`src/rtl/pipeline_key_fill.sv`:
```
// Foreground keyer: pixels outside a double-buffered window become KEY_COLOR,
// pixels inside have green clamped to GREEN_PASS. Two-stage pipeline, 1 pixel/cycle.
module pipeline_key_fill #(
  parameter int          H_ACTIVE   = 800,
  parameter int          V_ACTIVE   = 600,
  parameter logic [5:0]  GREEN_PASS = 6'b010000,
  parameter logic [15:0] KEY_COLOR  = 16'h07E0
) (
  input  logic        clk,
  input  logic        rst,
  input  logic        enable,
  input  logic        pixel_valid,
  input  logic        frame_start,
  input  logic [15:0] fg_pixel_in,
  input  logic [10:0] win_x0,
  input  logic [10:0] win_x1,
  input  logic [10:0] win_y0,
  input  logic [10:0] win_y1,
  input  logic        cfg_load,
  output logic [15:0] pixel_out,
  output logic        pixel_out_valid
);

  localparam logic [10:0] X_LAST = 11'(H_ACTIVE - 1);
  localparam logic [10:0] Y_LAST = 11'(V_ACTIVE - 1);

  function automatic logic [15:0] clamp_green(input logic [15:0] p);
    logic [5:0] g;
    g = (p[10:5] > GREEN_PASS) ? GREEN_PASS : p[10:5];
    return {p[15:11], g, p[4:0]};
  endfunction

  function automatic logic [15:0] key_fill(input logic [15:0] p, input logic en,
                                           input logic inwin);
    if (!en)   return p;
    if (!inwin) return KEY_COLOR;
    return clamp_green(p);
  endfunction

  logic        sof;
  logic [10:0] pos_x, pos_y;
  logic [10:0] x_q, y_q, x_d, y_d;
  logic [10:0] pend_x0_q, pend_x1_q, pend_y0_q, pend_y1_q;
  logic [10:0] pend_x0_d, pend_x1_d, pend_y0_d, pend_y1_d;
  logic [10:0] act_x0_q, act_x1_q, act_y0_q, act_y1_q;
  logic [10:0] act_x0_d, act_x1_d, act_y0_d, act_y1_d;
  logic        inwin;

  logic [15:0] pix_p1_q;
  logic        vld_p1_q, en_p1_q, inwin_p1_q;
  logic [15:0] pix_p2_q;
  logic        vld_p2_q;

  assign sof = pixel_valid & frame_start;

  always_comb begin
    pos_x = sof ? 11'd0 : x_q;
    pos_y = sof ? 11'd0 : y_q;
    x_d   = x_q;
    y_d   = y_q;
    if (pixel_valid) begin
      if (pos_x == X_LAST) begin
        x_d = 11'd0;
        y_d = (pos_y == Y_LAST) ? 11'd0 : pos_y + 11'd1;
      end else begin
        x_d = pos_x + 11'd1;
        y_d = pos_y;
      end
    end
  end

  // A same-cycle load feeds straight through pending into active.
  always_comb begin
    pend_x0_d = cfg_load ? win_x0 : pend_x0_q;
    pend_x1_d = cfg_load ? win_x1 : pend_x1_q;
    pend_y0_d = cfg_load ? win_y0 : pend_y0_q;
    pend_y1_d = cfg_load ? win_y1 : pend_y1_q;
    act_x0_d  = sof ? pend_x0_d : act_x0_q;
    act_x1_d  = sof ? pend_x1_d : act_x1_q;
    act_y0_d  = sof ? pend_y0_d : act_y0_q;
    act_y1_d  = sof ? pend_y1_d : act_y1_q;
    inwin     = (pos_x >= act_x0_d) && (pos_x <= act_x1_d) &&
                (pos_y >= act_y0_d) && (pos_y <= act_y1_d);
  end

  always_ff @(posedge clk or posedge rst) begin
    if (rst) begin
      x_q       <= 11'd0;
      y_q       <= 11'd0;
      pend_x0_q <= 11'd0;
      pend_x1_q <= X_LAST;
      pend_y0_q <= 11'd0;
      pend_y1_q <= Y_LAST;
      act_x0_q  <= 11'd0;
      act_x1_q  <= X_LAST;
      act_y0_q  <= 11'd0;
      act_y1_q  <= Y_LAST;
    end else begin
      x_q       <= x_d;
      y_q       <= y_d;
      pend_x0_q <= pend_x0_d;
      pend_x1_q <= pend_x1_d;
      pend_y0_q <= pend_y0_d;
      pend_y1_q <= pend_y1_d;
      act_x0_q  <= act_x0_d;
      act_x1_q  <= act_x1_d;
      act_y0_q  <= act_y0_d;
      act_y1_q  <= act_y1_d;
    end
  end

  // Stage 1: raw pixel, valid, enable and window flag
  always_ff @(posedge clk or posedge rst) begin
    if (rst) begin
      pix_p1_q   <= 16'h0000;
      vld_p1_q   <= 1'b0;
      en_p1_q    <= 1'b0;
      inwin_p1_q <= 1'b0;
    end else begin
      pix_p1_q   <= fg_pixel_in;
      vld_p1_q   <= pixel_valid;
      en_p1_q    <= enable;
      inwin_p1_q <= inwin;
    end
  end

  // Stage 2: substituted / clamped result
  always_ff @(posedge clk or posedge rst) begin
    if (rst) begin
      pix_p2_q <= 16'h0000;
      vld_p2_q <= 1'b0;
    end else begin
      pix_p2_q <= key_fill(pix_p1_q, en_p1_q, inwin_p1_q);
      vld_p2_q <= vld_p1_q;
    end
  end

  assign pixel_out       = pix_p2_q;
  assign pixel_out_valid = vld_p2_q;

endmodule

```
`config.mk`:
```
export PLATFORM = sky130hd
export DESIGN_NAME = pipeline_key_fill
export DESIGN_NICKNAME = d
export VERILOG_FILES = /design/src/rtl/pipeline_key_fill.sv
export SDC_FILE = /design/constraint.sdc
export NUM_CORES = 1
export LEC_CHECK = 0
export ABC_AREA = 0
export BUFFER_PORTS_ARGS = -buffer_cell sky130_fd_sc_hd__buf_2
export CORE_MARGIN = 5
export CORE_UTILIZATION = 55
export DETAILED_ROUTE_END_ITERATION = 6
export PLACE_DENSITY = 0.76
export SLEW_MARGIN = 15
export SYNTH_ARGS = -nofsm -noshare
export SYNTH_HDL_FRONTEND = slang
export SYNTH_SLANG_ARGS = --single-unit
```
`constraint.sdc`:
```
create_clock -name clk -period 7.5 [get_ports clk]
set_input_delay 0.375 -clock clk [delete_from_list [all_inputs] [get_ports clk]]
set_output_delay 0.375 -clock clk [all_outputs]
set_load 0.05 [all_outputs]
```
==> flow_summary.json, run 1 <==
{
  "clk_latency_ns": 0.42,
  "clock_path_buffers": 2,
  "die_w_um": 123,
  "period_share_pct": 41.9,
  "post_cts_buffers": 0,
  "max_stage_delay_ns": 0.56,
  "power_density_nw_per_um2": 255,
  "port-buffer-count": 82,
  "coreArea_um2": 12600,
  "worstPathCellList": "buf_2 -> nand2_1 -> buf_4 -> nand2_1 -> a21boi_0 -> ha_1 -> nand4_1 -> nor3_1 -> a21oi_1 -> a311o_1 -> nor4_1",
  "syn_inst": 677,
  "ios": 83,
  "syn_area_per_cell_um2": 10.5,
  "row_count": 41,
  "syn_area_um2": 7080,
  "worst_slew_pin_slew_ns": 0.901,
  "p_leak_nw": 4.29,
  "grt_pass1_wl_mm": 24.6,
  "worstPathRequired_ns": 7.82,
  "root_buffer": "clkbuf_16",
  "cts_tree": "yes",
  "start_util_pct": 56.1,
  "fin_cells": 939,
  "ctsResizeCount": 0,
  "drive_above_1_share_pct": 19.9,
  "place.detailed.hpwl_mm": 10.3,
  "synthArstFlopShare_pct": 100,
  "outcome": "complete, no violations",
  "drt_first_pass_iters": 7,
  "ir_worst_vdd_uv": 170,
  "grt_max_degree": 75,
  "clock_sinks": 146,
  "first_global_vias": 5221,
  "final_nets": 866,
  "cts_hold_buf": 0,
  "clock_skew_ns": 0.00661,
  "start_kind": "input port",
  "setup_viol": 0,
  "htreeDepth": 4,
  "cp_max_fo": 40,
  "overflow": 0,
  "area_growth_pct": 16.8,
  "synthesis.nets": 789,
  "crit_path_frequent_cell": "nand2_1",
  "synth_edf_count": 0,
  "cp.arrival_ns": 3.46,
  "cap_viol_max_count": 0,
  "totalWireLength_mm": 14.7,
  "rsz0062_at_grt": "no",
  "crit_type": "input port to flop",
  "die_h_um": 123,
  "setup_tns_ns": 0,
  "num_antenna_cells": 0,
  "holdCritPathClass": "input port to asynchronous set/reset pin",
  "max_freq_ghz": 0.318,
  "gp_congestion": 0.881,
  "cts.clk_slew.worst_paths_ns": 0.06,
  "grt_use_total_pct": 20.8,
  "wl_per_cell_um": 15.7,
  "crit_slowest_cell": "nand2_1",
  "min_period_ns": 3.14,
  "yosys_warnings": 0,
  "drc": 0,
  "synth_cell_type_count": 56,
  "via_per_inst": 5.38,
  "vias": 5051,
  "cts_buffers": 17,
  "ys.flop_type": "dfrtp_1",
  "finalHoldViolCount": 0,
  "slew_violations": 0,
  "critPathCaptureType": "flop",
  "ys_seq_elements": 146,
  "ant_nets": 0,
  "drt_iter0_drc": 323,
  "max_slew_margin_pct": 39.9,
  "die_area_um2": 15200,
  "antenna_found_initial": 0,
  "yosysSeqAreaShare_pct": 52.1,
  "place_inst": 907
}
-- cell families (layout without fill, tap and decap cells) --
group	Yosys count	after routing	share of synthesized area, %
mux	47	47	6.71
simple gates	189	189	13.5
buf+inv	116	206	6.34
xor+xnor	2	2	0.247
compound gates	131	131	13.0
flops	146	146	52.1
fa+ha+maj	46	46	8.13
-- cell type report --
class | instances | area [um^2]
Timing Repair Buffer | 86 | 440
Inverter | 88 | 335
Multi-Input combinational cell | 415 | 2950
Clock buffer | 20 | 447
Tap cell | 172 | 215
Sequential cell | 146 | 3690
Fill cell | 967 | 4350
Clock inverter | 12 | 203
-- final timing paths --
path | start | to | slack [ns] | depth (start not counted)
worst max-delay path | frame_start | inwin_p1_q | 4.36 | 11
worst min-delay path | rst | pix_p1_q[13] | 0.06 | 2
worst max register to register | x_q[1] | y_q[10] | 5.12 | 7
worst min register to register | vld_p1_q | pixel_out_valid | 0.35 | 0
max in group asynchronous | rst | y_q[0] | 6.09 | 3
min in group clk | fg_pixel_in[9] | pix_p1_q[9] | 0.06 | 1
-- metal layers --
layer	GRT usage (%)	share of wire (%)	routed length, um
met3	4.76	6.1	895
met2	33.9	48	7030
met4	8.58	1.7	250
met1	26.8	44	6540
met5	0	0	0
-- power breakdown --
part / switching, mW / leakage, nW / internal (mW)
combinational: 0.174 / 2.22 / 0.107
sequential: 0.0259 / 1.75 / 0.875
clock: 0.323 / 0.315 / 0.601
total: 0.524 / 4.29 / 1.58
-- cell usage after synthesis (3+ instances only) --
cell / count / share of area [%]
nor3_1: 7 / 0.49
dfstp_2: 26 / 9.6
a22o_1: 6 / 0.74
a21oi_1: 16 / 1.1
buf_2: 8 / 0.57
nand2_1: 88 / 4.7
clkbuf_1: 19 / 1.0
nor2_1: 12 / 0.64
ha_1: 46 / 8.1
nor4_1: 4 / 0.35
o31ai_1: 4 / 0.42
and3_1: 7 / 0.62
nand4_1: 10 / 0.88
and4_1: 3 / 0.37
nor2b_1: 3 / 0.27
mux2i_1: 43 / 6.1
nand3_1: 13 / 0.92
mux2_2: 4 / 0.64
o21ai_0: 24 / 1.7
nand2b_1: 5 / 0.44
dfrtp_1: 120 / 42
a31oi_1: 3 / 0.27
inv_1: 86 / 4.6
and2_1: 29 / 2.6
a21boi_0: 43 / 4.6
a21o_1: 10 / 1.1
-- critical path: cells and delay by family --
kind,cells,cell delay (ns)
compound gates,3,0.82
simple gates,5,1.19
fa+ha+maj,1,0.23
buf+inv,2,0.82
-- per-stage QoR --
stage	setup WS [ns]	hold slack (ns)	power, mW	utilization, %	area (um^2)
final	4.36	0.0617	2.11	65.5	8270
after CTS	4.40	0.0455	2.12	65.5	8270
after floorplan	3.25	0.331	1.11	-	7080
after global routing	3.95	0.0440	2.20	65.5	8270
after detailed placement	3.96	0.335	1.19	60.4	7620
after global placement	4.05	0.335	1.18	60.4	7620
-- placed cells by master, fill, tap and decap left out, types with 3 or more instances in the layout --
| master | count |
|---|---|
| a31oi_1 | 3 |
| mux2i_1 | 43 |
| nor3_1 | 7 |
| a21o_1 | 10 |
| dfstp_2 | 26 |
| dfrtp_1 | 120 |
| buf_4 | 4 |
| and3_1 | 7 |
| o31ai_1 | 4 |
| inv_1 | 85 |
| a21oi_1 | 16 |
| nand4_1 | 10 |
| clkbuf_16 | 17 |
| a22o_1 | 6 |
| a21boi_0 | 43 |
| inv_6 | 3 |
| and4_1 | 3 |
| and2_1 | 29 |
| mux2_2 | 4 |
| nand3_1 | 13 |
| nor4_1 | 4 |
| o21ai_0 | 24 |
| nor2_1 | 12 |
| nor2b_1 | 3 |
| ha_1 | 46 |
| nand2_1 | 88 |
| bufinv_16 | 5 |
| nand2b_1 | 5 |
| buf_2 | 82 |
(Power assumes the default switching activity.)
==> run 2: changes to the inputs <==
Clock period 7.5 ns to 3.2 ns, I/O delays scaled along.
==> run 2 against run 1 <==
  * Sequential cell count unchanged
  * Sequential power is 140% higher
  * Critical path depth did not move
  * Routed wire length rose by 20%
  * Sequential share of layout area fell by 3.1 points
  * Register-to-register slack lost 4.4 ns
  * Final cell count up 6.7%
  * Combinational power grew to 2.7 times the previous value
  * Worst setup slack worse by 3.7 ns
  * Total power up 140%
==> flow_summary.json, run 2 (synthesis gave the netlist of run 1 again) <==
{
  "power_density_nw_per_um2": 557,
  "hold_ws_ns": 0.00743,
  "overflow": 0,
  "grtUsageMet3_pct": 7.27,
  "cts.clk_slew.worst_paths_ns": 0.06,
  "min_from": "win_x0[6]",
  "setup_viol": 0,
  "clock_sinks": 146,
  "via_per_inst": 5.44,
  "cap_viol_max_count": 0,
  "layout_common_cells": "120 x dfrtp_1, 88 x nand2_1, 85 x inv_1",
  "clock_skew_ns": 0.00625,
  "wl_per_cell_um": 17.6,
  "start_util_pct": 56.1,
  "ant_nets": 0,
  "reg2regPathDepth": 9,
  "clock_path_buffers": 2,
  "coreArea_um2": 12600,
  "final_nets": 928,
  "htreeDepth": 4,
  "critPathCaptureType": "flop",
  "r2r-end": "inwin_p1_q",
  "max_slew_margin_pct": 56.4,
  "drive_above_1_share_pct": 19.2,
  "setup_tns_ns": 0,
  "clk_latency_ns": 0.43,
  "hold_path_depth": 3,
  "place_inst": 911,
  "fin_cells": 1002,
  "worst_slew_pin_slew_ns": 0.653,
  "final_common_cell": "dfrtp_1",
  "cp.arrival_ns": 2.80,
  "holdCritPathClass": "input port to flop",
  "die_h_um": 123,
  "die_w_um": 123,
  "drc": 0,
  "outcome": "complete, no violations",
  "drt_iter0_drc": 406,
  "antenna_found_initial": 1,
  "fin_util_pct": 70.5,
  "root_buffer": "clkbuf_16",
  "port-buffer-count": 82,
  "ctsResizeCount": 0,
  "period_share_pct": 77.9,
  "max_freq_ghz": 0.401,
  "grt_use_met1_pct": 30.7,
  "min_period_ns": 2.49,
  "rsz0062_at_grt": "no",
  "vias": 5450,
  "cts_buffers": 17,
  "die_area_um2": 15200,
  "p_total_mw": 4.96,
  "area_growth_pct": 25.6,
  "grt_pass1_wl_mm": 28.8,
  "fillers": 880,
  "crit_type": "input port to flop",
  "first_global_vias": 5778,
  "worstPathRequired_ns": 3.50,
  "worst_r2r_startpoint": "pend_x0_q[2]",
  "drt_first_pass_iters": 5,
  "slew_violations": 0,
  "gp_congestion": 0.858,
  "start_kind": "input port",
  "rrSetupSlack_ns": 0.74,
  "finalHoldViolCount": 0,
  "grt_busiest_layer": "met2",
  "row_count": 41,
  "use_met2_pct": 41.4,
  "grt_use_total_pct": 24.8,
  "hold_end": "pend_x0_q[6]",
  "cp_max_fo": 2,
  "cts_tree": "yes",
  "p_leak_nw": 4.55,
  "ios": 83,
  "place.detailed.hpwl_mm": 10.9,
  "ir_worst_vdd_uv": 354,
  "grt_max_degree": 122,
  "totalWireLength_mm": 17.6
}
## run 2: cell types whose count changed in the layout (fill, tap and decap cells not counted), moves of 2 or more
cell and delta:
buf_12 +3, bufinv_16 -2, clkbuf_1 -2, clkinvlp_4 +2, dlygate4sd3_1 +58
## run 2: final cells by class
class,count,area (um^2),area share (%)
clock buffers,19,453,5.09
multi-input cells,415,2950,33.1
repair buffers,148,1090,12.2
inverters,88,334,3.76
diodes,1,2.50,0.0281
flip-flops and latches,146,3690,41.4
well taps,172,215,2.42
clock inverters,13,171,1.93
## run 2: worst max-delay path by stage
stage,startpoint,endpoint,slack (ns),depth (start not counted)
final,win_x0[2],inwin_p1_q,0.71,11
after global routing,win_x0[2],inwin_p1_q,0.59,11
after CTS,pend_x0_q[2],inwin_p1_q,0.82,9
after detailed placement,pixel_valid,inwin_p1_q,0.51,11
after global placement,pixel_valid,inwin_p1_q,0.62,11
after floorplan,pixel_valid,y_q[5],0.81,11
## run 2: power breakdown
part / switching (mW) / internal [mW]
clock network: 0.812 / 1.28
logic: 0.447 / 0.304
registers: 0.0652 / 2.05
## run 2: critical path, stage by stage
cell and delay, ns:
dlygate4sd3_1 0.55, buf_2 0.13, mux2i_1 0.12, inv_1 0.08, a21boi_0 0.51, ha_1 0.35, a21o_1 0.16, a31oi_1 0.20
o21ai_0 0.15, a221oi_1 0.29, nor4_1 0.10
## run 2: stage by stage
step | setup slack [ns] | cell area (um^2)
after floorplan | 0.813 | 7080
after global placement | 0.616 | 7690
after detailed placement | 0.510 | 7690
after CTS | 0.823 | 8890
after global routing | 0.586 | 8900
final | 0.708 | 8900
## run 2: what timing repair did
action	4_1_cts	5_1_grt
setup endpoints to repair	0	0
hold endpoints to repair	76	0
hold buffers	58	0
setup buffers	0	0
## run 2: routing by layer
layer / vias up / routed length (um)
li1: 2573 / -
met1: 2632 / 7520
met2: 201 / 8650
met3: 44 / 1080
met4: 0 / 385
met5: - / 0
==> run 3: changes to the inputs <==
Settings changed: ABC_AREA 0 to 1.
Clock period 3.2 ns to 2.3 ns, I/O delays scaled along.
==> run 3 against run 2 <==
  * Global-route usage decreased by 2.4 points
  * Critical path depth unchanged
  * Area after synthesis increased by 1.7%
  * Design area increased by 2.1%
  * Critical endpoint unchanged
  * Utilization increased by 0.89 points
  * Synthesized cell count increased by 10%
  * Largest cell class unchanged
  * Worst hold slack improved by 0.088 ns
  * Non-clock buffer count increased by 11
  * Count of clock-buffer cells in the layout unchanged
  * Sequential power increased by 40%
==> flow_summary.json, run 3 <==
{
  "start_kind": "flop",
  "crit_slowest_cell": "o21ai_0",
  "r2r-end": "inwin_p1_q",
  "slew_violations": 0,
  "yosysMostFrequentCell": "nand2_1",
  "setup_viol": 0,
  "fillers": 897,
  "fin_cells": 1088,
  "coreArea_um2": 12700,
  "cp_max_fo": 3,
  "grt_use_total_pct": 22.4,
  "clock_skew_ns": 0.00580,
  "setup_tns_ns": 0,
  "critPathBufInv": 0,
  "synth-simple-area-share_pct": 19.6,
  "hold_path_depth": 2,
  "yosysSeqAreaShare_pct": 51.2,
  "syn_inst": 746,
  "critPathCaptureType": "flop",
  "ys.flop_type": "dfrtp_1",
  "overflow": 0,
  "die_area_um2": 15500,
  "crit_family": "simple AND/OR/NAND/NOR gates",
  "cap_viol_max_count": 0,
  "synth_top_area_cell": "dfrtp_1",
  "area_growth_pct": 26.1,
  "root_buffer": "clkbuf_16",
  "holdCritPathClass": "input port to flop",
  "drt_iter0_drc": 347,
  "ios": 83,
  "synth_commonest_cells": "135 x nand2_1, 120 x dfrtp_1, 96 x inv_1, 53 x nor2_1, 48 x o21ai_0",
  "p_leak_nw": 4.49,
  "layout_common_cells": "135 x nand2_1, 120 x dfrtp_1, 95 x inv_1",
  "vias": 5600,
  "synthMuxAreaShare_pct": 6.88,
  "worst_r2r_startpoint": "pend_x0_q[9]",
  "syn_area_per_cell_um2": 9.65,
  "wl_per_cell_um": 15.3,
  "synth_top_family_by_area": "simple AND/OR/NAND/NOR gates",
  "max_stage_delay_ns": 0.39,
  "drive_above_1_share_pct": 29.0,
  "reg2regPathDepth": 11,
  "max_freq_ghz": 0.467,
  "cp.arrival_ns": 2.49,
  "drc": 0,
  "die_w_um": 124,
  "num_antenna_cells": 0,
  "final_common_cell": "nand2_1",
  "clk_latency_ns": 0.42,
  "internal_power_mw": 5.18,
  "port-buffer-count": 82,
  "rrSetupSlack_ns": 0.16,
  "synth_xor_area_share_pct": 0.713,
  "netSwitchingPower_mw": 1.79,
  "worstPathRequired_ns": 2.65,
  "first_global_vias": 5931,
  "regArea_um2": 3690,
  "post_cts_buffers": 0,
  "p_total_mw": 6.98,
  "cts_tree": "yes",
  "place_inst": 994,
  "max_slew_margin_pct": 65.4,
  "rsz0062_at_grt": "no",
  "synth_compound_area_share_pct": 6.48,
  "clock_path_buffers": 2,
  "p_sw_share_pct": 25.7,
  "drt_first_pass_iters": 5,
  "p_comb_share_pct": 16.2,
  "pwr-share-clk_pct": 41.5,
  "synth_edf_count": 0,
  "cts.clk_slew.worst_paths_ns": 0.06,
  "via_per_inst": 5.15,
  "power_frac_seq_pct": 42.4,
  "start_util_pct": 56.6,
  "synthArstFlopShare_pct": 100,
  "hold_end": "vld_p1_q",
  "gp_congestion": 0.870,
  "period_share_pct": 93.1,
  "clock_sinks": 146,
  "grt_max_degree": 55,
  "final_nets": 1015,
  "syn_area_um2": 7200,
  "crit_type": "flop to flop",
  "synthAdderAreaFrac_pct": 7.99,
  "yosys.area.top_type_share_pct": 41.7,
  "antenna_found_initial": 0,
  "ant_nets": 0,
  "finalHoldViolCount": 0,
  "synth_cell_type_count": 40,
  "outcome": "complete, no violations",
  "ys_seq_elements": 146,
  "min_period_ns": 2.14,
  "grt_pass1_wl_mm": 28.3,
  "die_h_um": 124,
  "worstPathCellList": "mux2_2 -> o21ai_0 -> ha_1 -> nand2_1 -> nor2_1 -> nand2_1 -> nor2_1 -> nand2_1 -> nand4_1 -> nand3_1 -> nor2_1",
  "yosys_warnings": 0,
  "row_count": 41,
  "synthesis.nets": 858,
  "worst_slew_pin_slew_ns": 0.519,
  "totalWireLength_mm": 16.7,
  "place.detailed.hpwl_mm": 10.9,
  "synth_area_leaders": "dfrtp_1 42%, dfstp_2 9.5%, ha_1 8.0%, nand2_1 7.0%, mux2_2 6.9%",
  "cts_buffers": 17,
  "power_density_nw_per_um2": 768,
  "htreeDepth": 4,
  "min_from": "pixel_valid",
  "ir_worst_vdd_uv": 540,
  "multi_input_area_um2": 3000
}
run 3: cell types whose count changed in the layout (fill, tap and decap cells not counted), sizes merged, moves of 12 or more:
cell / delta
nand3: +24
inv: +12
nand2: +56
and2: -28
mux2: +40
a21boi: -45
nor2: +47
mux2i: -43
o21ai: +33
or2: +39
run 3: through the flow:
stage | instance area [um^2] | worst slack, ns | hold WS (ns) | util [%]
floorplan | 7200 | 0.373 | 0.146 | -
global placement | 7840 | 0.0674 | 0.0782 | 61.6
detailed placement | 7840 | 0.0574 | 0.0849 | 61.6
CTS | 9080 | 0.199 | 0.0852 | 71.4
global route | 9080 | 0.0673 | 0.0898 | 71.4
finish | 9080 | 0.159 | 0.0957 | 71.4
run 3: metal layers:
| metal | up-vias | global-route usage, % | wire length, um |
|---|---|---|---|
| met2 | 143 | 37.8 | 8270 |
| met3 | 30 | 5.83 | 759 |
| met5 | - | 0 | 0 |
| li1 | 2710 | - | - |
| met4 | 0 | 8.12 | 356 |
| met1 | 2717 | 27.9 | 7310 |
run 3: worst max-delay path by stage:
stage	start	endpoint	slack, ns	cells after the start
final	pend_x0_q[9]	inwin_p1_q	0.16	11
after global routing	pend_x0_q[9]	inwin_p1_q	0.07	11
after CTS	pend_x0_q[9]	inwin_p1_q	0.20	11
after detailed placement	cfg_load	inwin_p1_q	0.06	13
after global placement	cfg_load	inwin_p1_q	0.07	13
after floorplan	rst	act_x0_q[0]	0.37	1
run 3: logic make-up after synthesis:
| logic type | count (synthesis) |
|---|---|
| and+or+nand+nor | 294 |
| DFF | 146 |
| buffers and inverters | 122 |
| AOI/OAI and AO/OA | 89 |
| adders and majority gates | 46 |
| muxes | 44 |
| xor gates and xnor gates | 5 |
run 3: cell type report:
type                       instances  area share, %
multi-input combinational        478           33.1
inverter                         101           4.22
tap                              172           2.37
clock inverter                    13           2.01
clock buffer                      19           4.88
timing repair buffer             159           12.9
sequential                       146           40.6
run 3: what timing repair did:
item / 4_1_cts / 5_1_grt
gates resized for setup: 0 / 0
hold buffers: 62 / 0
endpoints found under the hold margin: 70 / 0
run 3: power groups by stage:
stage | clock, mW | combinational (mW) | sequential [mW]
6_report | 2.89 | 1.13 | 2.96
5_1_grt | 3.07 | 1.27 | 2.98
4_1_cts | 2.94 | 1.12 | 2.95
3_5_place_dp | 0 | 1.03 | 2.99
3_3_place_gp | 0 | 0.983 | 2.98
2_1_floorplan | 0 | 0.679 | 3.03
